===== src/rtl/shift_rotate_seq.sv =====
// 8088 shift/rotate sequencer driving a shared 16-bit left-rotator; ROT ops 2 cycles, RCL/RCR n+1, zero count 1.
// Result is held in DONE until res_ready; start_ready only in IDLE, so no new op is taken while a result waits.
module shift_rotate_seq #(
  parameter int W_DATA = 16
) (
  input  logic              clk,
  input  logic              rst,
  input  logic              start_valid,
  output logic              start_ready,
  input  logic [2:0]        op,
  input  logic              byte_mode,
  input  logic [W_DATA-1:0] data_in,
  input  logic [7:0]        count,
  input  logic              cf_in,
  output logic [W_DATA-1:0] rot_a,
  output logic [3:0]        rot_op,
  input  logic [W_DATA-1:0] rot_r,
  output logic              res_valid,
  input  logic              res_ready,
  output logic [W_DATA-1:0] result,
  output logic              cf_out,
  output logic              of_out,
  output logic              of_valid
);

  typedef enum logic [1:0] {IDLE, ROT, ITER, DONE} state_t;

  localparam logic [2:0] OP_ROL = 3'd0, OP_ROR = 3'd1, OP_SHL = 3'd2, OP_SHR = 3'd3,
                         OP_SAR = 3'd4, OP_RCL = 3'd5, OP_RCR = 3'd6;

  state_t      state, state_nxt;
  logic [2:0]  op_q;
  logic        byte_q;
  logic [15:0] data_q;
  logic [7:0]  count_q;
  logic [3:0]  n_q;
  logic [4:0]  rem_q;
  logic [15:0] x_q;
  logic        c_q;

  logic [2:0]  op_eff;
  logic        is_rc_in, accept, zero_in;
  logic [4:0]  n_rc_in;
  logic [3:0]  n_in;

  logic [15:0] wmask, rr, low_mask, top_mask, res_w, rot_res;
  logic [4:0]  wbits, cnt;
  logic [3:0]  shl_idx, shr_idx;
  logic        sign_bit, big, msb, msb2, rot_cf, rot_of;

  logic [15:0] it_x;
  logic        it_c, it_of, it_msb, it_msb2;

  assign start_ready = (state == IDLE) && !rst;
  assign res_valid   = (state == DONE);
  assign accept      = start_valid && start_ready;

  always_comb begin
    op_eff   = (op == 3'd7) ? OP_ROL : op;
    is_rc_in = (op_eff == OP_RCL) || (op_eff == OP_RCR);
    n_rc_in  = byte_mode ? 5'(count % 8'd9) : 5'(count % 8'd17);
    // ROL/ROR reduce mod W; shifts keep the raw count and rely on masking.
    if (op_eff == OP_ROL || op_eff == OP_ROR)
      n_in = byte_mode ? {1'b0, count[2:0]} : count[3:0];
    else
      n_in = count[3:0];
    zero_in = (count == 8'd0) || (is_rc_in && n_rc_in == 5'd0);
  end

  always_comb begin
    state_nxt = state;
    case (state)
      IDLE: if (accept) state_nxt = zero_in ? DONE : (is_rc_in ? ITER : ROT);
      ROT:  state_nxt = DONE;
      ITER: if (rem_q == 5'd1) state_nxt = DONE;
      DONE: if (res_ready) state_nxt = IDLE;
      default: state_nxt = IDLE;
    endcase
  end

  always_ff @(posedge clk) begin
    if (rst) state <= IDLE;
    else     state <= state_nxt;
  end

  always_comb begin
    rot_a  = 16'h0000;
    rot_op = 4'd0;
    if (state == ROT) begin
      rot_a  = byte_q ? {data_q[7:0], data_q[7:0]} : data_q;
      rot_op = (op_q == OP_ROL || op_q == OP_SHL) ? n_q : 4'd0 - n_q;
    end
  end

  always_comb begin
    wmask    = byte_q ? 16'h00FF : 16'hFFFF;
    wbits    = byte_q ? 5'd8 : 5'd16;
    sign_bit = byte_q ? data_q[7] : data_q[15];
    big      = count_q > {3'b000, wbits};
    cnt      = count_q[4:0];
    shl_idx  = 4'(wbits - cnt);
    shr_idx  = 4'(cnt - 5'd1);
    rr       = rot_r & wmask;
    low_mask = (16'h0001 << cnt) - 16'h0001;
    top_mask = ~(wmask >> cnt) & wmask;
    res_w    = rr;
    rot_cf   = 1'b0;
    case (op_q)
      OP_SHL: begin
        res_w  = big ? 16'h0000 : (rr & ~low_mask);
        rot_cf = big ? 1'b0 : data_q[shl_idx];
      end
      OP_SHR: begin
        res_w  = big ? 16'h0000 : (rr & ~top_mask);
        rot_cf = big ? 1'b0 : data_q[shr_idx];
      end
      OP_SAR: begin
        if (big) begin
          res_w  = sign_bit ? wmask : 16'h0000;
          rot_cf = sign_bit;
        end else begin
          res_w  = sign_bit ? (rr | top_mask) : (rr & ~top_mask);
          rot_cf = data_q[shr_idx];
        end
      end
      OP_ROR:  rot_cf = byte_q ? rr[7] : rr[15];
      default: rot_cf = rr[0];
    endcase
    msb    = byte_q ? res_w[7] : res_w[15];
    msb2   = byte_q ? res_w[6] : res_w[14];
    rot_of = 1'b0;
    if (count_q == 8'd1) begin
      case (op_q)
        OP_ROL, OP_SHL: rot_of = msb ^ rot_cf;
        OP_ROR:         rot_of = msb ^ msb2;
        OP_SHR:         rot_of = sign_bit;
        default:        rot_of = 1'b0;
      endcase
    end
    rot_res = byte_q ? {data_q[15:8], res_w[7:0]} : res_w;
  end

  // One bit of rotate-through-carry over W+1 bits; in byte mode x_q[15:8] keeps data_in[15:8].
  always_comb begin
    it_x = x_q;
    it_c = c_q;
    if (op_q == OP_RCL) begin
      if (byte_q) {it_c, it_x[7:0]} = {x_q[7:0], c_q};
      else        {it_c, it_x}      = {x_q, c_q};
    end else begin
      if (byte_q) {it_x[7:0], it_c} = {c_q, x_q[7:0]};
      else        {it_x, it_c}      = {c_q, x_q};
    end
    it_msb  = byte_q ? it_x[7] : it_x[15];
    it_msb2 = byte_q ? it_x[6] : it_x[14];
    it_of   = 1'b0;
    if (count_q == 8'd1)
      it_of = (op_q == OP_RCL) ? (it_msb ^ it_c) : (it_msb ^ it_msb2);
  end

  always_ff @(posedge clk) begin
    if (rst) begin
      op_q     <= OP_ROL;
      byte_q   <= 1'b0;
      data_q   <= 16'h0000;
      count_q  <= 8'd0;
      n_q      <= 4'd0;
      rem_q    <= 5'd0;
      x_q      <= 16'h0000;
      c_q      <= 1'b0;
      result   <= 16'h0000;
      cf_out   <= 1'b0;
      of_out   <= 1'b0;
      of_valid <= 1'b0;
    end else begin
      case (state)
        IDLE: if (accept) begin
          op_q    <= op_eff;
          byte_q  <= byte_mode;
          data_q  <= data_in;
          count_q <= count;
          n_q     <= n_in;
          rem_q   <= n_rc_in;
          x_q     <= data_in;
          c_q     <= cf_in;
          if (zero_in) begin
            result   <= data_in;
            cf_out   <= cf_in;
            of_out   <= 1'b0;
            of_valid <= 1'b0;
          end
        end
        ROT: begin
          result   <= rot_res;
          cf_out   <= rot_cf;
          of_out   <= rot_of;
          of_valid <= (count_q == 8'd1);
        end
        ITER: begin
          x_q   <= it_x;
          c_q   <= it_c;
          rem_q <= rem_q - 5'd1;
          if (rem_q == 5'd1) begin
            result   <= it_x;
            cf_out   <= it_c;
            of_out   <= it_of;
            of_valid <= (count_q == 8'd1);
          end
        end
        default: ;
      endcase
    end
  end

endmodule


===== config.mk =====
export PLATFORM = sky130hd
export DESIGN_NAME = shift_rotate_seq
export DESIGN_NICKNAME = d
export VERILOG_FILES = /design/src/rtl/shift_rotate_seq.sv
export SDC_FILE = /design/constraint.sdc
export NUM_CORES = 1
export LEC_CHECK = 0
export CAP_MARGIN = 20
export CELL_PAD_IN_SITES_DETAIL_PLACEMENT = 2
export CELL_PAD_IN_SITES_GLOBAL_PLACEMENT = 2
export CORE_MARGIN = 5
export CORE_UTILIZATION = 29
export DETAILED_ROUTE_END_ITERATION = 10
export PLACE_DENSITY_LB_ADDON = 0.2
export SLEW_MARGIN = 10
export SYNTH_ARGS = -nofsm -noshare
export SYNTH_HDL_FRONTEND = slang
export SYNTH_SLANG_ARGS = --single-unit

===== constraint.sdc =====
create_clock -name clk -period 8.5 [get_ports clk]
set_input_delay 0.85 -clock clk [delete_from_list [all_inputs] [get_ports clk]]
set_output_delay 0.85 -clock clk [all_outputs]
set_load 0.1 [all_outputs]

==> flow_summary_export.csv <==
group,metric,value,unit
pwr,vdd_ir_drop_max,106,uV
drt,drt-initial-drc-count,297,
setup_path,cpPeakStageDelay,0.52,ns
setup_path,critical_path_required,8.78,ns
yosys,synth_edf_count,0,
yosys,synth_largest_type_area_fraction,21.0,%
sta,finalSetupTns,0,ns
die,fp.dieArea,26800,um2
finish,antenna_cells_inserted,0,
drt,drt-pass1-iter-count,4,
pwr,static-leakage-power,3.00,nW
yosys,syn_avg_cell_area,7.29,um2
yosys,post_synth_num_cell_types,83,
grt,grt_max_degree,63,
yosys,synth_area,6850,um2
finish,fillerInstances,2761,
drt,route.detailed.vias_per_inst,5.71,
die,floorplan.initialDensity,29.3,%
clock_tree,htreeDepth,3,
run,drv_cap,0,
sta,hold_viol,0,
finish,nNetsFinal,1085,
grt,global_route.overflow_total,0,
yosys,syn-num-nets,1019,
pwr,pwr_density_cell,338,nW/um2
placement,globalplace.congestion,0.862,
run_status,result_of_the_run,"finished, final reports clean",
hold_path,worstHoldPathType,"flip-flop to flip-flop",
yosys,postSynth.topFlopCell,"dfxtp_1",
die,placementRows,56,
yosys,post_synthesis_cell_type_with_the_largest_combined_area,"dfxtp_1",
placement,place_inst,1310,
sta,worst-slew-pin-transition,0.995,ns
setup_path,critical_path_class,"primary input to flip-flop",
placement,buffer_ports.inserted,89,
setup_path,critPathCaptureType,"flip-flop",
setup_path,worstPathMaxFanout,13,
setup_path,timing.reg2reg.worst_path_depth,15,
finish,drive_gt1_share,10.5,%
clock_tree,cts_root_buffer,"clkbuf_16",
placement,dp_hpwl,22.8,mm
drt,drcViolationCount,0,
finish,stdcell_count,1329,
die,num_io_pins,90,
die,placeableCoreArea,23300,um2
sta,hold_ws,0.472,ns
die,die_width,164,um
yosys,postSynth.asyncResetShare,0,%
die,chipHeight,164,um
sta,final.min_clock_period,8.17,ns
yosys,netlist_top_cells_area,"dfxtp_1, o21ai_0, nand2_1",
drt,final_antenna_net_count,0,
sta,achievable-frequency,0.122,GHz
drt,wire_per_inst,22.8,um
clock_tree,clock_latency_on_the_worst_skew_pair,0.35,ns
drt,finalWirelength,30.3,mm
setup_path,critical_path.most_common_cell,"inv_1",
clock_tree,cts-buffers-inserted,9,
grt,track_usage,22.5,%
setup_path,start_kind,"primary input",
clock_tree,cts.reportedPaths.clkPinSlew,0.07,ns
setup_path,timing.critical_path.arrival,8.45,ns
setup_path,crit_slowest_cell,"or4_4",
yosys,seq_area_frac_synth,21.0,%
finish,layout_overhead_on_the_synthesized_area,24.7,%
pwr,post-layout-total-power,2.89,mW
sta,timing.final.crit_share,96.1,%
sta,finalClockSkew,0.00949,ns
yosys,yosys_register_bits,72,
yosys,synthesized_instance_count,939,
clock_tree,maximum_number_of_buffers_from_clock_root_to_sink,2,
clock_tree,cts_hold_buf,0,
sta,relSlewSlack,33.5,%
yosys,synthTopCellsByCount,"nand2_1, o21ai_0, nor2_1, dfxtp_1, clkbuf_1",
drt,detailroute.via_count,7584,
sta,setup_viol_count_final,0,
clock_tree,numClockSinks,72,
yosys,synth_most_common_cell,"nand2_1",
yosys,yosysWarnings,0,
grt,grt_first_pass_wirelength,47.1,mm
grt,grt_antenna_before_repair,0,
hold_path,hold_depth,2,
grt,vias_in_the_first_global_route,8006,
finish,end_of_flow_core_utilization,36.6,%
sta,finalMaxSlewViolations,0,
clock_tree,tritoncts,"built",
[cells in the final DEF (no fill, tap or decap), drive strengths merged, types with 20 or more instances in the layout]
cell | Yosys | layout
a21oi | 47 | 47
o21ai | 109 | 109
inv | 26 | 28
buf | 8 | 37
nand3 | 29 | 29
a211oi | 28 | 28
ha | 31 | 31
nand2b | 42 | 42
nor2 | 77 | 77
mux2i | 21 | 21
nand2 | 127 | 127
o211ai | 20 | 20
dfxtp | 72 | 72
clkdlybuf4s50 | 0 | 87
[final cells by class]
cell class	count	area [um2]	share of cell area [%]
clock inverters	7	103	1.20
flip-flops and latches	72	1440	16.9
multi-input cells	770	5110	59.8
well taps	319	399	4.67
repair buffers	125	1160	13.6
inverters	27	101	1.19
clock buffers	9	225	2.64
[through the flow]
step / cell area (um2) / setup WS, ns
floorplan: 6850 / 0.389
global placement: 8110 / -0.0367
detailed placement: 8110 / -0.352
CTS: 8440 / 0.138
global route: 8540 / -0.152
finish: 8540 / 0.330
[repair_timing]
item                                    in CTS  in global routing
pin swaps                                    0                  4
hold endpoints to repair                     0                  0
resized for setup                            1                 13
setup buffers                                0                  3
endpoints found under the setup margin       1                 24
[registers in the layout, indices dropped and copies added (netlist names)]
name and count:
result 16, op_q 3, cf_out 1, data_q 16
of_valid 1, c_q 1, n_q 1, of_out 1
x_q 16, byte_q 1, state 2, count_q 8
rem_q 5
[per-layer routing]
metal	routed length [um]	vias to the layer above	GRT usage, %
li1	-	3585	-
met1	13700	3803	29.4
met2	14800	152	38.8
met3	1030	44	2.17
met4	836	0	7.21
met5	0	-	0
[logic make-up after synthesis]
group / after synthesis / synth area share [%]
simple gates: 364 / 26.3
flops: 72 / 21.0
fa+ha+maj: 31 / 5.66
xor+xnor: 23 / 2.94
buf+inv: 97 / 5.50
compound gates: 318 / 31.6
mux: 34 / 6.91
[path summary, 6_finish.rpt]
| kind | end | start | slack, ns |
|---|---|---|---|
| max | result[13] | byte_mode | 0.33 |
| min | result[1] | result[1] | 0.47 |
| max reg2reg | of_out | count_q[3] | 3.86 |
| min reg2reg | result[1] | result[1] | 0.47 |
[power by group]
group / switching (mW) / internal (mW)
Combinational: 1.29 / 0.620
Sequential: 0.121 / 0.431
Clock: 0.171 / 0.261
[critical path: cells and delay by family]
kind            cells  cell delay, ns
xor+xnor            2            0.35
mux                 1            0.27
simple gates        9            2.11
compound gates     12            2.34
buf+inv             6            1.12
fa+ha+maj           5            1.40
No activity file was read; power rests on OpenSTA's default activity.
